`config.mk`:
```
export PLATFORM = sky130hd
export DESIGN_NAME = cordic_iter_ctrl
export DESIGN_NICKNAME = d
export VERILOG_FILES = /design/src/rtl/cordic_iter_ctrl.sv
export SDC_FILE = /design/constraint.sdc
export NUM_CORES = 1
export LEC_CHECK = 0
export ABC_AREA = 1
export BUFFER_PORTS_ARGS = -buffer_cell sky130_fd_sc_hd__buf_2
export CORE_AREA = 2 2 168 170
export CTS_CLUSTER_DIAMETER = 200
export DETAILED_ROUTE_END_ITERATION = 8
export DIE_AREA = 0 0 170 172
export GPL_TIMING_DRIVEN = 0
export PLACE_DENSITY = 0.62
export SLEW_MARGIN = 20
export SYNTH_ARGS = -nofsm -noshare
export SYNTH_HDL_FRONTEND = slang
export SYNTH_SLANG_ARGS = --single-unit
```
`constraint.sdc`:
```
create_clock -name i_clk -period 2.7 [get_ports i_clk]
set_clock_uncertainty 0.05 [all_clocks]
set_input_delay 0.27 -clock i_clk [delete_from_list [all_inputs] [get_ports i_clk]]
set_output_delay 0.27 -clock i_clk [all_outputs]
set_load 0.005 [all_outputs]
```
`src/rtl/cordic_iter_ctrl.sv`:
```
// -----------------------------------------------------------------------------
// cordic_iter_ctrl
//
// Iteration controller for an iterative CORDIC engine. The arithmetic core is
// combinational and lives outside this block: this block holds the current
// x/y/z state, the rotation direction, the mode and the shift amount, feeds
// them to the core, and registers the core's next-state outputs once per
// clock until the last iteration. It then publishes the result and pulses
// o_done.
//
// Modes
//   circular   (i_mode = 1): shifts 0 .. p_CIRC_ITER-1, atan(2^-i) table
//   hyperbolic (i_mode = 0): shifts 1 .. p_HYP_ITER,    atanh(2^-i) table
//   Angles use the full 32-bit circle (2^32 = 360 degrees).
//
// Ports
//   i_clk, i_rst          clock, synchronous active-high reset
//   i_start, i_mode       start request (sampled in IDLE only), mode select
//   i_x, i_y, i_z         initial state, captured on an accepted start
//   i_core_x/y/z          next-state outputs of the external core
//   o_xprev/yprev/zprev   current-state registers into the core
//   o_dprev               rotation direction into the core (1 = positive)
//   o_mode                registered mode into the core
//   o_shift_amnt          current iteration index / shift amount
//   o_lut                 rotation angle for the current shift (combinational)
//   o_x, o_y, o_z         final results, held until the next completion
//   o_busy                high while iterating
//   o_done                one-cycle pulse when o_x/o_y/o_z are updated
// -----------------------------------------------------------------------------
module cordic_iter_ctrl #(
  parameter int p_WIDTH     = 32,
  parameter int p_CIRC_ITER = 20,
  parameter int p_HYP_ITER  = 19
) (
  input  logic               i_clk,
  input  logic               i_rst,
  input  logic               i_start,
  input  logic               i_mode,
  input  logic [p_WIDTH-1:0] i_x,
  input  logic [p_WIDTH-1:0] i_y,
  input  logic [p_WIDTH-1:0] i_z,
  input  logic [p_WIDTH-1:0] i_core_x,
  input  logic [p_WIDTH-1:0] i_core_y,
  input  logic [p_WIDTH-1:0] i_core_z,
  output logic [p_WIDTH-1:0] o_xprev,
  output logic [p_WIDTH-1:0] o_yprev,
  output logic [p_WIDTH-1:0] o_zprev,
  output logic               o_dprev,
  output logic               o_mode,
  output logic [4:0]         o_shift_amnt,
  output logic [p_WIDTH-1:0] o_lut,
  output logic [p_WIDTH-1:0] o_x,
  output logic [p_WIDTH-1:0] o_y,
  output logic [p_WIDTH-1:0] o_z,
  output logic               o_busy,
  output logic               o_done
);

  // Final shift index for each mode; both are 19 with the default parameters.
  localparam logic [4:0] LP_CIRC_LAST  = 5'(p_CIRC_ITER - 1);
  localparam logic [4:0] LP_HYP_LAST   = 5'(p_HYP_ITER);
  localparam logic [4:0] LP_CIRC_FIRST = 5'd0;
  // Hyperbolic CORDIC has no shift-0 step (atanh(1) is infinite).
  localparam logic [4:0] LP_HYP_FIRST  = 5'd1;

  typedef enum logic [1:0] {
    ST_IDLE = 2'd0,
    ST_RUN  = 2'd1,
    ST_DONE = 2'd2
  } state_t;

  state_t             state_q, state_d;
  logic [p_WIDTH-1:0] xprev_q, xprev_d;
  logic [p_WIDTH-1:0] yprev_q, yprev_d;
  logic [p_WIDTH-1:0] zprev_q, zprev_d;
  logic               dprev_q, dprev_d;
  logic               mode_q, mode_d;
  logic [4:0]         shift_q, shift_d;
  logic [p_WIDTH-1:0] x_q, x_d;
  logic [p_WIDTH-1:0] y_q, y_d;
  logic [p_WIDTH-1:0] z_q, z_d;
  logic               busy_q, busy_d;
  logic               done_q, done_d;
  logic [4:0]         last_shift_s;

  // atan(2^-i) in units of 2^32 = 360 degrees.
  function automatic logic [31:0] circ_rom(input logic [4:0] idx);
    logic [31:0] val;
    case (idx)
      5'd0:    val = 32'h2000_0000;
      5'd1:    val = 32'h12E4_051D;
      5'd2:    val = 32'h09FB_385B;
      5'd3:    val = 32'h0511_11D4;
      5'd4:    val = 32'h028B_0D43;
      5'd5:    val = 32'h0145_D7E1;
      5'd6:    val = 32'h00A2_F61E;
      5'd7:    val = 32'h0051_7C55;
      5'd8:    val = 32'h0028_BE53;
      5'd9:    val = 32'h0014_5F2E;
      5'd10:   val = 32'h000A_2F98;
      5'd11:   val = 32'h0005_17CC;
      5'd12:   val = 32'h0002_8BE6;
      5'd13:   val = 32'h0001_45F3;
      5'd14:   val = 32'h0000_A2F9;
      5'd15:   val = 32'h0000_517C;
      5'd16:   val = 32'h0000_28BE;
      5'd17:   val = 32'h0000_145F;
      5'd18:   val = 32'h0000_0A2F;
      5'd19:   val = 32'h0000_0517;
      default: val = 32'h0000_0000;
    endcase
    return val;
  endfunction

  // atanh(2^-i); beyond shift 9 it agrees with atan to 32-bit precision,
  // so the upper entries are shared with the circular table.
  function automatic logic [31:0] hyp_rom(input logic [4:0] idx);
    logic [31:0] val;
    case (idx)
      5'd0:    val = 32'h0000_0000;
      5'd1:    val = 32'h1661_788D;
      5'd2:    val = 32'h0A68_0D61;
      5'd3:    val = 32'h051E_A6FC;
      5'd4:    val = 32'h028C_BFDD;
      5'd5:    val = 32'h0146_0E34;
      5'd6:    val = 32'h00A2_FCE8;
      5'd7:    val = 32'h0051_7D2E;
      5'd8:    val = 32'h0028_BE6E;
      5'd9:    val = 32'h0014_5F32;
      default: val = circ_rom(idx);
    endcase
    return val;
  endfunction

  // Angle lookup for the iteration currently presented to the core.
  always_comb begin
    if (mode_q) begin
      o_lut = circ_rom(shift_q);
    end else begin
      o_lut = hyp_rom(shift_q);
    end
  end

  // Last shift index of the running mode.
  always_comb begin
    if (mode_q) begin
      last_shift_s = LP_CIRC_LAST;
    end else begin
      last_shift_s = LP_HYP_LAST;
    end
  end

  // Next-state logic: FSM transitions and all datapath register updates.
  always_comb begin
    state_d = state_q;
    xprev_d = xprev_q;
    yprev_d = yprev_q;
    zprev_d = zprev_q;
    dprev_d = dprev_q;
    mode_d  = mode_q;
    shift_d = shift_q;
    x_d     = x_q;
    y_d     = y_q;
    z_d     = z_q;

    case (state_q)
      ST_IDLE: begin
        if (i_start) begin
          xprev_d = i_x;
          yprev_d = i_y;
          zprev_d = i_z;
          mode_d  = i_mode;
          // Rotate towards zero: positive step while z is non-negative.
          dprev_d = ~i_z[p_WIDTH-1];
          if (i_mode) begin
            shift_d = LP_CIRC_FIRST;
          end else begin
            shift_d = LP_HYP_FIRST;
          end
          state_d = ST_RUN;
        end else begin
          state_d = ST_IDLE;
        end
      end

      ST_RUN: begin
        xprev_d = i_core_x;
        yprev_d = i_core_y;
        zprev_d = i_core_z;
        dprev_d = ~i_core_z[p_WIDTH-1];
        if (shift_q == last_shift_s) begin
          // Final iteration: publish, and hold the shift so it never
          // steps past the table.
          x_d     = i_core_x;
          y_d     = i_core_y;
          z_d     = i_core_z;
          state_d = ST_DONE;
        end else begin
          shift_d = shift_q + 5'd1;
          state_d = ST_RUN;
        end
      end

      ST_DONE: begin
        state_d = ST_IDLE;
      end

      default: begin
        state_d = ST_IDLE;
      end
    endcase
  end

  // Status flags are decoded from the next state so they line up with it.
  always_comb begin
    busy_d = (state_d == ST_RUN);
    done_d = (state_d == ST_DONE);
  end

  // State and datapath registers with synchronous reset.
  always_ff @(posedge i_clk) begin
    if (i_rst) begin
      state_q <= ST_IDLE;
      xprev_q <= '0;
      yprev_q <= '0;
      zprev_q <= '0;
      dprev_q <= 1'b1;
      mode_q  <= 1'b0;
      shift_q <= 5'd0;
      x_q     <= '0;
      y_q     <= '0;
      z_q     <= '0;
      busy_q  <= 1'b0;
      done_q  <= 1'b0;
    end else begin
      state_q <= state_d;
      xprev_q <= xprev_d;
      yprev_q <= yprev_d;
      zprev_q <= zprev_d;
      dprev_q <= dprev_d;
      mode_q  <= mode_d;
      shift_q <= shift_d;
      x_q     <= x_d;
      y_q     <= y_d;
      z_q     <= z_d;
      busy_q  <= busy_d;
      done_q  <= done_d;
    end
  end

  assign o_xprev      = xprev_q;
  assign o_yprev      = yprev_q;
  assign o_zprev      = zprev_q;
  assign o_dprev      = dprev_q;
  assign o_mode       = mode_q;
  assign o_shift_amnt = shift_q;
  assign o_x          = x_q;
  assign o_y          = y_q;
  assign o_z          = z_q;
  assign o_busy       = busy_q;
  assign o_done       = done_q;

endmodule

```
==> metrics, run 1 <==
Unique masters post-synth 31; die area 29200 um2; first-pass GRT wire length 66.0 mm; Crit Path Max Fanout 8; Post-synth EDFFs 0; die width 170 um; critical-path cell list inv_6 -> nor2_4 -> nand3_2 -> nand2_2 -> nor2_2 -> nand2_1 -> nand2_2 -> nand2_4 -> buf_6 -> clkbuf_16 -> nor2_1 -> a31oi_1 -> buf_2; CP startpoint kind flop; # fillers 2578; Area Growth Syn to Fin 57.8%; max-slew violations 0; P per Cell Area 621 nW/um2; TritonCTS buffer count 26; final setup TNS -0.0343 ns; Via density 5.24; Final Instance Area 15300 um2; max-cap viol count 0; failing checks negative setup slack; Yosys reg bits 233; Syn Area/Cell 7.54 um2; CTS H-tree lvls 1; crit path DAT 2.41 ns; Core Region 27500 um2; prevailing post-synth register cell dfxtp_1; I/O pin total 429; clk_lat worst skew 0.52 ns; worst setup margin -0.0271 ns; peak supply drop 0.499 mV; Final Total Pwr 9.52 mW; RSZ-0062 raised after global routing true; ys async rst share 0%; Leak 7.69 nW; maximum clock path buffer count 3; Crit. End Element output pin; Initial Util 35.3%; most frequent CP cell nand2_2; count of input and output buffers 426; layout cells sized above 1 29.1%; drc violations 0; Max-slew headroom 45.6%; FP Rows 61; Wirelength per Cell 19.7 um; worst slew pin tran 0.816 ns; Finish-stage setup viols 2; M3 GR Usage 6.59%; nets 2145; Via Count 12057; Pre-Repair DR Iteration Count 5; worst hold path class input port to flop; Sink Count 233; Critical Path RT 2.38 ns; most common cell after layout, fill and taps aside buf_2; Initial DRC Count 891; Post-Syn Instances 1288; crit path kind flop to output pin; Post-DP Area 12300 um2; met1 GRT Util 34.2%; dpl hpwl 32.7 mm; Die H 172 um; number of global-route vias before repair 11651; DRT Wirelength 45.3 mm; Clk pin slew, worst setup/hold paths 0.06 ns; gpl congestion 0.916; top cell family by delay on the critical path simple AND/OR/NAND/NOR gates; Root Buffer clkbuf_16; CTS tree done; initial antenna violation count 2; Synth Cell Area 9710 um2; antenna viol nets, final 0; outcome finished with violations; synth warn 0; Final Cycle Share 101%; commonest non-fill, non-tap cells in the layout buf_2 (441), nor2_1 (246), dfxtp_1 (228); grt total ovfl 0; Final Hold Fails 0; Final min period 2.73 ns; Slowest-stage cell, CP dfxtp_4; fmax 0.367 GHz; register area share after synthesis 48.0%; grt met2 use 50.0%; largest net degree at the start of global routing 13; Worst Path Buf+Inv 4; GRT Max-Usage Layer met2; slowest cell delay on critical path 0.42 ns; GRT Resource Usage Total 29.1%
power breakdown:
group | switching [mW] | total (mW) | internal [mW]
clock network | 1.45 | 3.83 | 2.37
logic | 1.07 | 1.92 | 0.853
registers | 0.115 | 3.77 | 3.65
total | 2.64 | 9.52 | 6.88
cells in the mapped netlist (4+ instances only):
library cell / count / area, um2
nor2_1: 252 / 946
dfxtp_1: 233 / 4660
o21ai_0: 168 / 841
nand2_1: 161 / 604
a21oi_1: 105 / 526
inv_1: 77 / 289
nand3_1: 74 / 370
o221ai_1: 72 / 631
clkbuf_1: 64 / 240
buf_2: 16 / 80.1
ha_1: 11 / 138
buf_1: 7 / 26.3
nand2_2: 6 / 37.5
o21ai_1: 5 / 25.0
buf_4: 4 / 30.0
nand4_1: 4 / 25.0
nor2_2: 4 / 25.0
final timing paths:
check	from	cells past startpoint	endpoint	slack, ns
worst max-delay path	o_shift_amnt[2]	13	o_lut[17]	-0.03
worst min-delay path	i_z[6]	3	o_zprev[6]	0.01
worst max register to register	state_q[1]	15	flop	0.15
worst min register to register	o_z[3]	2	o_z[3]	0.43
cell type report:
type,count,area (um2),share of cell area (%)
diodes,1,2.50,0.0163
plain buffers,94,420,2.74
clock buffers,36,739,4.83
clock inverters,8,168,1.09
inverters,80,313,2.04
multi-input cells,882,4510,29.4
flip-flops and latches,233,4680,30.5
well taps,346,433,2.83
repair buffers,621,4050,26.5
layer usage:
| layer | up-vias | wire length, um |
|---|---|---|
| met3 | 156 | 3570 |
| met2 | 648 | 21700 |
| met1 | 5608 | 17400 |
| met4 | 2 | 2630 |
| li1 | 5643 | - |
| met5 | - | 13 |
stage by stage:
step	setup slack [ns]	util [%]	std cells	hold WS, ns
2_1_floorplan	0.488	-	1289	0.292
3_3_place_gp	-0.323	44.7	2061	0.410
3_5_place_dp	-0.310	44.7	2061	0.418
4_1_cts	0.00136	54.9	2288	0.000987
5_1_grt	-0.114	55.8	2301	0.0166
6_report	-0.0271	55.8	2301	0.0150
what timing repair did:
| action | 4_1_cts | 5_1_grt |
|---|---|---|
| hold buffers | 173 | 0 |
| gates resized for setup | 36 | 43 |
| setup buffers | 10 | 10 |
| hold endpoints to repair | 176 | 0 |
| setup endpoints to repair | 105 | 96 |
| pin swaps | 3 | 12 |
| cloned | 0 | 2 |
tightest hold or removal path, delay by kind of cell:
family	cells	cell delay [ns]
compound gates	2	0.20
buf+inv	1	0.07
cells by family after synthesis:
logic type	after synthesis	share of synthesized area, %
fa+ha+maj	11	1.42
simple gates	513	21.9
other cells	1	0.0386
buf+inv	174	7.32
compound gates	356	21.3
flops	233	48.0
Note: power is estimated with default switching activity, not from simulation.
==> run 2, diff against run 1 <==
--- a/config.mk
+++ b/config.mk
@@ -7,12 +7,13 @@
 export LEC_CHECK = 0
 export ABC_AREA = 1
 export BUFFER_PORTS_ARGS = -buffer_cell sky130_fd_sc_hd__buf_2
-export CORE_AREA = 2 2 168 170
+export CORE_AREA = 5 5 162 164
 export CTS_CLUSTER_DIAMETER = 200
 export DETAILED_ROUTE_END_ITERATION = 8
-export DIE_AREA = 0 0 170 172
+export DIE_AREA = 0 0 167 169
 export GPL_TIMING_DRIVEN = 0
-export PLACE_DENSITY = 0.62
+export PLACE_DENSITY = 0.68
+export SETUP_SLACK_MARGIN = 0.05
 export SLEW_MARGIN = 20
 export SYNTH_ARGS = -nofsm -noshare
 export SYNTH_HDL_FRONTEND = slang
==> metrics, run 2 (synthesis results as in run 1) <==
P per Cell Area 602 nW/um2; crit path kind flop to output pin; Critical Path Start o_shift_amnt[4]; peak supply drop 0.613 mV; worst hold path class input port to flop; die area 28200 um2; worst slew pin tran 0.711 ns; Initial DRC Count 1221; DRT Wirelength 46.8 mm; worst setup margin 0.0517 ns; max-slew violations 0; most common cell after layout, fill and taps aside buf_2; CTS tree done; Post-Layout Cell Count 2288; commonest non-fill, non-tap cells in the layout buf_2 (441), nor2_1 (245), dfxtp_1 (228); outcome finished, final reports clean; Crit. End Element output pin; TritonCTS buffer count 26; Via density 5.41; RSZ-0062 raised after global routing true; gpl congestion 0.970; Clk pin slew, worst setup/hold paths 0.06 ns; Slowest-stage cell, CP dfxtp_4; GRT Resource Usage Total 30.7%; Sink Count 233; Critical Path RT 2.38 ns; Root Buffer clkbuf_16; Max-slew headroom 52.6%; critical-path cell list clkinvlp_4 -> nand3_4 -> nand2_2 -> nor2_1 -> nand2_2 -> nand2_4 -> nand2_4 -> buf_8 -> buf_12 -> a31oi_4 -> buf_2; number of global-route vias before repair 12285; nets 2146; Layout Utilization 61.9%; Area Growth Syn to Fin 57.9%; clk_lat worst skew 0.52 ns; Pre-Repair DR Iteration Count 5; worst reg2reg path startpoint o_shift_amnt[0]; CP startpoint kind flop; Initial Util 39.2%; slowest cell delay on critical path 0.36 ns; Die H 169 um; fmax 0.378 GHz; Wirelength per Cell 20.4 um; placed insts 2045; Leak 7.69 nW; max-cap viol count 0; pre-CTS WS -0.374 ns; crit path DAT 2.33 ns; grt total ovfl 0; antenna viol nets, final 0; Final Cycle Share 98.1%; Final Instance Area 15300 um2; Final min period 2.65 ns; Crit Path Max Fanout 10; first-pass GRT wire length 69.7 mm; dpl hpwl 33.2 mm; layout cells sized above 1 30.5%; maximum clock path buffer count 3; I/O pin total 429; largest net degree at the start of global routing 13; Finish-stage setup viols 0; Post-DP Area 12300 um2; initial antenna violation count 3; CTS H-tree lvls 1; Via Count 12377; Final Hold Fails 0; Hold Crit Start i_core_x[28]; FP Rows 58; Core Region 24700 um2; count of input and output buffers 426; die width 167 um; final setup TNS 0 ns; drc violations 0
==> run 2: cell count changes in the layout (fill, tap and decap cells not counted), moves of 3 or more <==
| cell | before | now |
|---|---|---|
| bufinv_16 | 5 | 1 |
| nand3_2 | 5 | 2 |
| clkinv_2 | 2 | 6 |
| o21ai_2 | 4 | 8 |
| dlygate4sd3_1 | 173 | 161 |
| buf_4 | 23 | 35 |
| nand2_1 | 154 | 150 |
| o21ai_1 | 10 | 7 |
| nand2_2 | 11 | 15 |
| nand3_4 | 2 | 5 |
==> run 2: report_power, final <==
part / internal, mW / switching [mW]
Combinational: 0.876 / 1.09
Clock: 2.05 / 1.44
Sequential: 3.65 / 0.123
==> run 2: worst paths after layout <==
path | slack [ns] | endpoint | cells after the start
min reg2reg | 0.43 | o_z[31] | 2
max reg2reg | 0.23 | flop | 13
min | 0.02 | o_x[28] | 3
max | 0.05 | o_lut[17] | 11
==> run 2: final cells by class <==
type                       count  area [um2]
clock buffer                  36         759
timing repair buffer         622        4030
buffer                        94         433
tap                          330         413
inverter                      80         317
fill                        2203        9420
sequential                   233        4680
multi-input combinational    882        4620
clock inverter                 8        68.8
antenna                        3        7.51
==> run 2: timing repair <==
action,4_1_cts,5_1_grt
resized for setup,54,48
gates cloned,1,0
setup endpoints to repair,142,40
pin swaps,12,13
hold endpoints to repair,164,0
buffers inserted,26,8
hold buffers,161,0
==> run 2: routing by layer <==
| metal | vias to the layer above | global-route usage (%) | routed length, um | share of wire [%] |
|---|---|---|---|---|
| li1 | 5643 | - | - | - |
| met1 | 5752 | 35.3 | 17000 | 36 |
| met2 | 797 | 53.7 | 22900 | 49 |
| met3 | 185 | 6.80 | 4010 | 8.6 |
| met4 | 0 | 15.9 | 2860 | 6.1 |
| met5 | - | 0 | 0 | 0 |
==> run 2: stage by stage <==
stage	hold slack, ns	total power, mW
floorplan	0.292	4.58
global placement	0.410	5.35
detailed placement	0.421	5.36
CTS	0.000321	9.09
global route	0.0111	9.57
finish	0.0210	9.23
==> run 2: critical path, delay by kind of cell (launching register included) <==
kind | cells | cell delay, ns
AOI/OAI and AO/OA | 1 | 0.17
and+or+nand+nor | 6 | 0.62
DFF | 1 | 0.36
buffers and inverters | 4 | 0.65
==> run 3, diff against run 2 <==
--- a/config.mk
+++ b/config.mk
@@ -12,7 +12,7 @@
 export DETAILED_ROUTE_END_ITERATION = 8
 export DIE_AREA = 0 0 167 169
 export GPL_TIMING_DRIVEN = 0
-export PLACE_DENSITY = 0.68
+export PLACE_DENSITY = 0.8
 export SETUP_SLACK_MARGIN = 0.05
 export SLEW_MARGIN = 20
 export SYNTH_ARGS = -nofsm -noshare
==> metrics, run 3 (synthesis results as in run 1) <==
outcome finished, final reports clean; max-cap viol count 0; Critical Path RT 2.38 ns; RSZ-0062 raised after global routing true; GRT Resource Usage Total 30.9%; Wirelength per Cell 20.8 um; Initial Util 39.2%; Post-Layout Cell Count 2265; Crit Path Max Fanout 10; I/O pin total 429; antenna viol nets, final 0; peak supply drop 0.410 mV; Finish-stage setup viols 0; number of global-route vias before repair 12358; crit path DAT 2.37 ns; final setup TNS 0 ns; Final min period 2.69 ns; Leak 7.57 nW; dpl hpwl 32.5 mm; max-slew violations 0; placed insts 2045; maximum clock path buffer count 3; worst hold path class input port to flop; CTS tree done; Final Cycle Share 99.5%; Final Hold Fails 0; nets 2126; initial antenna violation count 3; P per Cell Area 613 nW/um2; largest net degree at the start of global routing 15; CP startpoint kind flop; layout cells sized above 1 29.8%; worst setup margin 0.0134 ns; Via density 5.58; count of input and output buffers 426; fmax 0.372 GHz; most common cell after layout, fill and taps aside buf_2; commonest non-fill, non-tap cells in the layout buf_2 (440), nor2_1 (244), dfxtp_1 (228); TritonCTS buffer count 25; die width 167 um; # fillers 2051; Area Growth Syn to Fin 55.4%; Max-slew headroom 41.5%; drc violations 0; Pre-Repair DR Iteration Count 5; Crit. End Element output pin; grt total ovfl 0; crit path kind flop to output pin; Clk pin slew, worst setup/hold paths 0.07 ns; first-pass GRT wire length 69.6 mm; Core Region 24700 um2; Die H 169 um; Initial DRC Count 1198; FP Rows 58; Multi-input gate area 4570 um2; clk_lat worst skew 0.52 ns; Root Buffer clkbuf_16; Via Count 12647; pre-CTS WS -0.256 ns; worst slew pin tran 0.878 ns; DRT Wirelength 47.1 mm; gpl congestion 0.992; Sink Count 233; Seq. cell area 4680 um2; CTS H-tree lvls 1; die area 28200 um2
[run 3: cell count changes in the layout (fill, tap and decap cells not counted), sizes merged, moves of 2 or more]
cell         delta
dlygate4sd3     -8
buf            -12
clkinv          -2
bufinv          +3
clkbuf          -2
[run 3: final cells by class]
| class | count | share of cell area, % |
|---|---|---|
| clock buffers | 33 | 4.54 |
| multi-input cells | 882 | 30.3 |
| plain buffers | 94 | 2.83 |
| flip-flops and latches | 233 | 31.0 |
| inverters | 80 | 2.06 |
| repair buffers | 603 | 25.5 |
| well taps | 330 | 2.74 |
| clock inverters | 8 | 0.954 |
| diodes | 2 | 0.0332 |
[run 3: timing repair]
item	in CTS	in global routing
gates resized for setup	31	56
setup buffers	9	14
pin swaps	4	13
endpoints found under the hold margin	156	0
gates cloned	0	1
endpoints found under the setup margin	128	39
hold buffers	153	0
[run 3: worst max-delay path: stages (launching register included)]
cell and delay [ns]:
dfxtp_4 0.40, inv_4 0.06, ha_4 0.17, o21ai_4 0.19, nor2_4 0.05, nor2_2 0.13
nand2_1 0.09, nand2_2 0.09, nand2_4 0.08, buf_6 0.14, buf_8 0.14, nand2_1 0.06
o21ai_0 0.10, inv_1 0.06, buf_2 0.10
[run 3: path summary, 6_finish.rpt]
check / startpoint / endpoint / slack (ns) / cells after the start
setup / recovery: o_shift_amnt[0] / o_lut[1] / 0.01 / 14
hold / removal: i_core_z[7] / o_z[7] / 0.02 / 3
setup reg to reg: o_shift_amnt[3] / flop / 0.23 / 14
hold reg to reg: o_z[31] / o_z[31] / 0.43 / 2
[run 3: report_power, final]
part / switching (mW) / total [mW] / leakage, nW / internal, mW
clock network: 1.40 / 3.56 / 0.408 / 2.15
logic: 1.08 / 1.92 / 5.25 / 0.836
registers: 0.117 / 3.77 / 1.91 / 3.65
[run 3: routing by layer]
layer | vias to the layer above | share of wire, % | track usage [%]
li1 | 5614 | - | -
met1 | 5767 | 35 | 35.2
met2 | 976 | 47 | 52.7
met3 | 288 | 9.1 | 5.60
met4 | 2 | 8.5 | 21.2
met5 | - | 0.028 | 0
[run 3: per-stage QoR]
| step | util [%] | instance area, um2 | power (mW) | hold WS [ns] |
|---|---|---|---|---|
| after floorplan | - | 9710 | 4.58 | 0.292 |
| after global placement | 49.5 | 12300 | 5.32 | 0.411 |
| after detailed placement | 49.5 | 12300 | 5.34 | 0.416 |
| after CTS | 59.7 | 14800 | 9.06 | 0.000470 |
| after global routing | 61.0 | 15100 | 9.56 | 0.0268 |
| final | 61.0 | 15100 | 9.24 | 0.0164 |
